### src/rtl/div_32bit_seq_if.sv
// Handshake and operand/result bundle for the sequential signed divider.
interface div_32bit_seq_if #(
  parameter int unsigned WIDTH = 32
);
  logic             start;
  logic [WIDTH-1:0] dividend;
  logic [WIDTH-1:0] divisor;
  logic [WIDTH-1:0] quotient;
  logic [WIDTH-1:0] remainder;
  logic             busy;
  logic             ready;
  logic             div_by_zero;
  logic             ovf;

  // Requester side: issues operands, observes results.
  modport master (
    output start, dividend, divisor,
    input  quotient, remainder, busy, ready, div_by_zero, ovf
  );

  // Divider side.
  modport slave (
    input  start, dividend, divisor,
    output quotient, remainder, busy, ready, div_by_zero, ovf
  );
endinterface

### src/rtl/div_32bit_seq.sv
// Multicycle signed divider: restoring shift-and-subtract on magnitudes,
// one quotient bit per clock, sign fix-up in a final cycle.
module div_32bit_seq #(
  parameter int unsigned WIDTH = 32
) (
  input logic              clock,
  input logic              reset,
  div_32bit_seq_if.slave   bus
);

  typedef enum logic [1:0] {IDLE, RUN, FIX, DONE} state_t;

  localparam int unsigned CW = $clog2(WIDTH) + 1;
  localparam logic [CW-1:0] LAST_ITER = CW'(WIDTH - 1);
  localparam logic [WIDTH-1:0] MOST_NEG = {1'b1, {(WIDTH-1){1'b0}}};

  state_t           state;
  logic [WIDTH-1:0] prem;      // partial remainder magnitude
  logic [WIDTH-1:0] dvd_mag;   // dividend magnitude, shifted out as quotient bits shift in
  logic [WIDTH-1:0] dsr_mag;
  logic [CW-1:0]    count;
  logic             sign_q;
  logic             sign_r;
  logic             ovf_pend;

  logic [WIDTH-1:0] abs_dvd;
  logic [WIDTH-1:0] abs_dsr;
  logic [WIDTH:0]   shifted;
  logic [WIDTH:0]   trial;

  // Operand magnitudes and one restoring-division step.
  always_comb begin
    abs_dvd = bus.dividend[WIDTH-1] ? (~bus.dividend + 1'b1) : bus.dividend;
    abs_dsr = bus.divisor[WIDTH-1]  ? (~bus.divisor  + 1'b1) : bus.divisor;
    shifted = {prem, dvd_mag[WIDTH-1]};
    trial   = shifted - {1'b0, dsr_mag};
  end

  // Control FSM, working registers and registered results.
  always_ff @(posedge clock or posedge reset) begin
    if (reset) begin
      state           <= IDLE;
      prem            <= '0;
      dvd_mag         <= '0;
      dsr_mag         <= '0;
      count           <= '0;
      sign_q          <= 1'b0;
      sign_r          <= 1'b0;
      ovf_pend        <= 1'b0;
      bus.quotient    <= '0;
      bus.remainder   <= '0;
      bus.busy        <= 1'b0;
      bus.ready       <= 1'b0;
      bus.div_by_zero <= 1'b0;
      bus.ovf         <= 1'b0;
    end else begin
      case (state)
        IDLE: begin
          bus.ready <= 1'b0;
          if (bus.start) begin
            sign_q   <= bus.dividend[WIDTH-1] ^ bus.divisor[WIDTH-1];
            sign_r   <= bus.dividend[WIDTH-1];
            ovf_pend <= (bus.dividend == MOST_NEG) && (bus.divisor == '1);
            dvd_mag  <= abs_dvd;
            dsr_mag  <= abs_dsr;
            prem     <= '0;
            count    <= '0;
            bus.busy <= 1'b1;
            state    <= (bus.divisor == '0) ? DONE : RUN;
          end
        end
        RUN: begin
          if (!trial[WIDTH]) begin
            prem    <= trial[WIDTH-1:0];
            dvd_mag <= {dvd_mag[WIDTH-2:0], 1'b1};
          end else begin
            prem    <= shifted[WIDTH-1:0];
            dvd_mag <= {dvd_mag[WIDTH-2:0], 1'b0};
          end
          count <= count + 1'b1;
          if (count == LAST_ITER) state <= FIX;
        end
        FIX: begin
          // MOST_NEG / -1 falls out naturally: magnitude 2^(WIDTH-1), positive sign.
          bus.quotient    <= sign_q ? (~dvd_mag + 1'b1) : dvd_mag;
          bus.remainder   <= sign_r ? (~prem + 1'b1) : prem;
          bus.ovf         <= ovf_pend;
          bus.div_by_zero <= 1'b0;
          bus.ready       <= 1'b1;
          bus.busy        <= 1'b0;
          state           <= IDLE;
        end
        DONE: begin
          // Re-applying the dividend sign to its magnitude restores the raw dividend.
          bus.quotient    <= '0;
          bus.remainder   <= sign_r ? (~dvd_mag + 1'b1) : dvd_mag;
          bus.ovf         <= 1'b0;
          bus.div_by_zero <= 1'b1;
          bus.ready       <= 1'b1;
          bus.busy        <= 1'b0;
          state           <= IDLE;
        end
        default: state <= IDLE;
      endcase
    end
  end

endmodule

### src/flat_wrapper.sv
// flat-port wrapper written by rule: the top's interface ports become plain ports
module div_32bit_seq_flat 
#(
  parameter int unsigned WIDTH = 32
)
  (clock, reset, bus_start, bus_dividend, bus_divisor, bus_quotient, bus_remainder, bus_busy, bus_ready, bus_div_by_zero, bus_ovf);
  div_32bit_seq_if #(.WIDTH(WIDTH)) bus_i ();
  input logic clock;
  input logic reset;
  input wire logic [$bits(bus_i.start)-1:0] bus_start;
  input wire logic [$bits(bus_i.dividend)-1:0] bus_dividend;
  input wire logic [$bits(bus_i.divisor)-1:0] bus_divisor;
  output wire logic [$bits(bus_i.quotient)-1:0] bus_quotient;
  output wire logic [$bits(bus_i.remainder)-1:0] bus_remainder;
  output wire logic [$bits(bus_i.busy)-1:0] bus_busy;
  output wire logic [$bits(bus_i.ready)-1:0] bus_ready;
  output wire logic [$bits(bus_i.div_by_zero)-1:0] bus_div_by_zero;
  output wire logic [$bits(bus_i.ovf)-1:0] bus_ovf;
  assign bus_i.start = bus_start;
  assign bus_i.dividend = bus_dividend;
  assign bus_i.divisor = bus_divisor;
  assign bus_quotient = bus_i.quotient;
  assign bus_remainder = bus_i.remainder;
  assign bus_busy = bus_i.busy;
  assign bus_ready = bus_i.ready;
  assign bus_div_by_zero = bus_i.div_by_zero;
  assign bus_ovf = bus_i.ovf;
  div_32bit_seq #(.WIDTH(WIDTH)) u_core (.clock(clock), .reset(reset), .bus(bus_i));
endmodule
### config.mk
export PLATFORM = sky130hd
export DESIGN_NAME = div_32bit_seq_flat
export DESIGN_NICKNAME = d
export VERILOG_FILES = /design/src/rtl/div_32bit_seq_if.sv /design/src/rtl/div_32bit_seq.sv /design/src/flat_wrapper.sv
export SDC_FILE = /design/constraint.sdc
export NUM_CORES = 1
export LEC_CHECK = 0
export BUFFER_PORTS_ARGS = -buffer_cell sky130_fd_sc_hd__buf_4
export CAP_MARGIN = 10
export CORE_UTILIZATION = 30
export DETAILED_ROUTE_END_ITERATION = 6
export HOLD_SLACK_MARGIN = 0.08
export RECOVER_POWER = 25
export SLEW_MARGIN = 15
export SYNTH_ARGS = -nofsm -noshare
export SYNTH_HDL_FRONTEND = slang
export SYNTH_SLANG_ARGS = --single-unit
### constraint.sdc
create_clock -name clock -period 9.35 [get_ports clock]
set_input_delay 1.4025 -clock clock [delete_from_list [all_inputs] [get_ports clock]]
set_output_delay 1.4025 -clock clock [all_outputs]
set_load 0.01 [all_outputs]
Word level (Yosys, flattened, before mapping)

Cells that the tools add are included.

Flip-flop bits (word level): 175
Logic and storage cells: 68

$add $sub $neg: 6
Reductions and logical operators: 11
Muxes and demuxes: 24
Bitwise logic cells: 5
Equal/unequal tests: 8

Operators with widths:

| operator                                      | count |
|---|---|
| 2-to-1 mux 32 bit                             | 8 |
| case mux 32 bit (2 select lines)              | 4 |
| adder 32 x 1 -> 32 bit, second input constant | 4 |
| NOT 32 bit                                    | 4 |
| == test 32 bit, second input constant         | 2 |
| subtractor 33 x 32 -> 33 bit                  | 1 |
| logical NOT 32 bit                            | 1 |
| case mux 6 bit (2 select lines)               | 1 |
| case mux 1 bit (2 select lines)               | 4 |
| AND reduction 2 bit                           | 4 |
| adder 6 x 1 -> 6 bit, second input constant   | 1 |
| == test 6 x 5 -> 1 bit, second input constant | 1 |
| 2-to-1 mux 2 bit                              | 3 |
| 2-to-1 mux 6 bit                              | 1 |
| case mux 2 bit (3 select lines)               | 1 |
| nonzero test 2 bit                            | 3 |
| == test 2 bit, second input constant          | 2 |
| == test 2 x 1 -> 1 bit, second input constant | 1 |
| logical NOT 2 bit                             | 1 |
| 2-to-1 mux 1 bit                              | 2 |
| != test 2 x 1 -> 1 bit, second input constant | 1 |
| != test 2 bit, second input constant          | 1 |
| OR reduction 2 bit                            | 1 |
| logical AND 1 bit                             | 1 |
| XOR 1 bit                                     | 1 |

Depth between registers and ports, before layout

Depth after elaboration: 5
Mapped depth: 15

Worst setup path before layout

Ideal clock, no wire load.

Kind: input to register
Start point: input port bus_divisor[8]
End point: register u_core.dsr_mag[29]
Setup slack: 4.756 ns
Arrival: 4.471 ns
Cell stages on the path: 9
Data required time: 9.227 ns
Path buffers: 0
Library setup time: 0.123 ns
Cell sequence: or3_4 or4_1 or4_1 or4_1 or4_4 or4_4 o31ai_1 xor2_1 o21ai_1

Longest elaborated chain between the ends: 3

Ends and longest elaborated chain:

| element                | line                | text |
|---|---|---|
| start: declaration     | flat_wrapper.sv:12  | `input wire logic [$bits(bus_i.divisor)-1:0] bus_divisor;` |
| NOT 32 bit             | div_32bit_seq.sv:34 | `abs_dsr = bus.divisor[WIDTH-1] ? (~bus.divisor + 1'b1) : bus.divisor;` |
| adder 32 x 1 -> 32 bit | div_32bit_seq.sv:34 |  |
| 2-to-1 mux 32 bit      | div_32bit_seq.sv:34 |  |
| end signal: assignment | div_32bit_seq.sv:65 | `dsr_mag <= abs_dsr;` |
| end: declaration       | div_32bit_seq.sv:20 | `logic [WIDTH-1:0] dsr_mag;` |

No other way between the ends.
A chain may end at the register's enable or synchronous reset.

==> impl_metrics.py <==
metrics = {
    "drt": {
        "detail_route.wl_per_cell_um": 17.4,
        "wirelength_mm": 35.7,
        "drt_iter0_markers": 789,
        "vias": 10300,
        "ant_nets": 0,
        "first_pass_iters": 7,
        "vias_per_cell": 5.04,
        "drc": 0,
    },
    "sta": {
        "setup_viol": 0,
        "finalCritPeriodShare_pct": 52.1,
        "rsz0062_at_grt": "no",
        "slew_viol_final": 194,
        "period_needed_ns": 4.87,
        "tns_ns": 0,
        "worstMarginPinSlew_ns": 4.78,
        "timing.fmax_mhz": 205,
        "skew_ns": 0.0165,
        "max-slew-margin-rel_pct": -220,
        "hold_viol_final": 0,
    },
    "min_path": {
        "hold_start": "u_core.bus.ready",
        "whs_endpoint": "u_core.bus.ready",
        "whs_path_depth": 1,
        "hp-class": "flop to flop",
    },
    "worst_setup_path": {
        "worst-path-stages": 3,
        "crit_buf_inv": 3,
        "critical-path-top-delay-family": "buffers and inverters",
        "worst-path-max-fanout": 104,
        "cp-start-kind": "primary input",
        "cpMaxStageDelayCell": "clkinvlp_2",
        "r2r_start": "u_core.state[1]",
        "r2r_slack_ns": 4.73,
        "timing.rr.end": "u_core.bus.quotient[24]",
        "critPathArrivalTime_ns": 5.33,
        "crit_path_max_incr_delay_ns": 2.64,
        "reg2reg_depth": 4,
        "crit_required_ns": 9.80,
        "worstSetupPathType": "primary input to async pin",
        "path_cells": "clkbuf_4 > clkinvlp_2 > buf_4",
        "worstSetupEndpointType": "async pin",
    },
    "cts": {
        "cts-hold-fix-buffers": 0,
        "post_cts_buffers": 0,
        "cts_tree": "done",
        "clk_pin_slew_ns": 0.07,
        "cts_resized": 0,
        "cts-root-buf": "clkbuf_16",
        "cts_buffer_depth": 2,
        "cts_sinks": 175,
        "cts_buffers": 17,
        "h-tree-depth": 4,
        "insertion_delay_ns": 0.45,
    },
    "yosys": {
        "synthesis.nets": 1550,
        "ys_ff_latch": 175,
        "syn_area_per_cell_um2": 8.35,
        "seq_area_frac_synth_pct": 36.3,
        "synth_edf_count": 0,
        "synthesis.area_um2": 12100,
        "async_flop_share_pct": 100,
        "ys_types": 63,
        "netlist_instances": 1444,
        "ys.flop_type": "dfrtp_1",
        "yosysWarnings": 0,
    },
    "power_and_ir_drop": {
        "pwr-share-comb_pct": 57.7,
        "powerDensity_nw_per_um2": 383,
        "internal_power_uw": 2790,
        "switchingPower_uw": 2600,
        "p_clk_share_pct": 13.3,
        "swShare_pct": 48.2,
        "irDropWorstVdd_uv": 211,
        "pwr-share-seq_pct": 29.0,
        "leakagePower_uw": 0.00610,
    },
    "placed_design": {
        "dp_hpwl_mm": 26.9,
        "io_buffers": 134,
        "gp_congestion": 0.894,
        "dp_cells": 2022,
    },
    "floorplanning": {
        "start_util_pct": 30.4,
        "rows": 73,
        "die_h_um": 202,
        "die-area_um2": 41000,
        "coreArea_um2": 39600,
        "io_pins": 135,
        "die_width_um": 202,
    },
    "cells_and_area": {
        "final-seq-area_um2": 4380,
        "multi_input_area_um2": 6980,
        "nets": 1622,
        "final.fill_count": 4163,
        "syn2layout_area_growth_pct": 16.6,
        "final_cells": 2054,
        "layout-drive-gt1-share_pct": 14.2,
        "antennaDiodeCount": 0,
    },
    "outcome": {
        "status": "complete, but fails checks",
        "violations": "max-capacitance violations, max-slew violations",
    },
    "grt": {
        "grt_pass1_wl_mm": 56.5,
        "grt_pass1_vias": 9926,
        "antenna_found_initial": 0,
        "grt_max_degree": 105,
        "grtUsageTotal_pct": 17.6,
        "grt_overflow": 0,
    },
    "job": {
        "max_cap_violations": 2,
    },
}
==> layout make-up <==
cell class | instances | area share, %
clock buffer | 18 | 3.13
clock inverter | 14 | 1.05
inverter | 99 | 2.65
multi-input combinational | 1079 | 49.6
sequential | 175 | 31.2
tap | 525 | 4.67
timing repair buffer | 144 | 7.67
==> metrics by stage <==
step	power (uW)	hold slack [ns]	area, um^2	worst slack [ns]	util (%)
6_report	5390	0.484	14100	4.48	35.4
5_1_grt	5860	0.514	14100	3.64	35.4
4_1_cts	5400	0.489	14100	4.79	35.5
3_5_place_dp	4670	0.472	13500	4.32	34.0
3_3_place_gp	4600	0.465	13500	4.40	34.0
2_1_floorplan	3740	0.443	12100	3.20	-
==> power groups by stage <==
stage	clock network (uW)	registers, uW	logic (uW)
after floorplan	0	1380	2360
after global placement	0	1550	3050
after detailed placement	0	1560	3100
after CTS	731	1550	3120
after global routing	764	1610	3490
final	717	1560	3110
==> Yosys cell counts, drive strengths merged (2+ instances only) <==
library cell | count | area (um^2)
nand4 | 11 | 68.8
ha | 38 | 475
o21a | 6 | 45.0
a31oi | 6 | 37.5
nand2 | 180 | 676
xor2 | 101 | 885
a211oi | 3 | 22.5
a22oi | 2 | 15.0
dfrtp | 175 | 4380
buf | 21 | 87.6
or4 | 21 | 176
nand3 | 48 | 245
nor3 | 13 | 76.3
a21o | 8 | 60.1
o21ai | 151 | 756
nand3b | 4 | 30.0
o221ai | 2 | 17.5
nand2b | 14 | 87.6
a21oi | 83 | 415
a211o | 2 | 17.5
o31ai | 27 | 203
mux2i | 38 | 380
a32oi | 2 | 17.5
or2 | 4 | 25.0
inv | 99 | 372
and2 | 2 | 12.5
nor2b | 6 | 37.5
o41ai | 13 | 129
nor4 | 10 | 62.6
or3 | 30 | 193
and3 | 5 | 31.3
clkbuf | 70 | 267
mux2 | 17 | 191
xnor2 | 78 | 683
o211ai | 19 | 143
nor2 | 78 | 293
or3b | 2 | 17.5
a311oi | 2 | 17.5
nor3b | 4 | 30.0
and4 | 2 | 17.5
o21bai | 2 | 15.0
o22ai | 33 | 206
==> worst max-delay path by stage <==
stage	startpoint	to	slack, ns
global route	reset	u_core.dvd_mag[10]	3.64
finish	reset	u_core.dvd_mag[10]	4.48
detailed placement	bus_divisor[0]	u_core.dsr_mag[30]	4.32
global placement	bus_divisor[0]	u_core.dsr_mag[30]	4.40
floorplan	reset	u_core.bus.busy	3.20
CTS	bus_divisor[0]	u_core.dsr_mag[30]	4.79
==> routing by layer <==
metal / wire length, um / vias to the layer above / global-route usage [%] / part of all wire (%)
li1: - / 5174 / - / -
met1: 17600 / 4890 / 25.6 / 49
met2: 15700 / 253 / 26.6 / 44
met3: 1740 / 30 / 2.48 / 4.9
met4: 716 / 0 / 5.42 / 2.0
met5: 0 / - / 0 / 0
==> worst reg2reg max path, cell delays in order (launching register included) <==
cell	delay, ns
dfrtp_2	0.39
clkbuf_1	2.78
nand2b_1	0.65
buf_4	0.47
o22ai_1	0.20
==> registers in the layout, indices dropped and copies added (netlist names) <==
register                count
u_core.bus.ready            1
u_core.ovf_pend             1
u_core.sign_q               1
u_core.bus.div_by_zero      1
u_core.prem                32
u_core.state                2
u_core.bus.busy             1
u_core.bus.remainder       32
u_core.count                6
u_core.sign_r               1
u_core.bus.ovf              1
u_core.bus.quotient        32
u_core.dvd_mag             32
u_core.dsr_mag             32
==> cell usage in the layout, fill, tap and decap left out, drive strengths merged, types with 33 or more instances in the layout <==
master,Yosys,routed
nand3,48,48
nand2,180,180
o21ai,151,151
xnor2,78,78
xor2,101,101
buf,21,142
a21oi,83,83
ha,38,38
o22ai,33,33
nor2,78,78
inv,99,104
mux2i,38,38
dfrtp,175,175
==> cell families after synthesis <==
family | synth area share [%]
multiplexers | 4.93
buffers and inverters | 6.02
XOR/XNOR | 13.0
AO/OA/AOI/OAI | 18.2
AND/OR/NAND/NOR | 17.4
adder cells (fa/ha/maj) | 4.11
flip-flops | 36.3
Power figures use the tool's default switching activity.
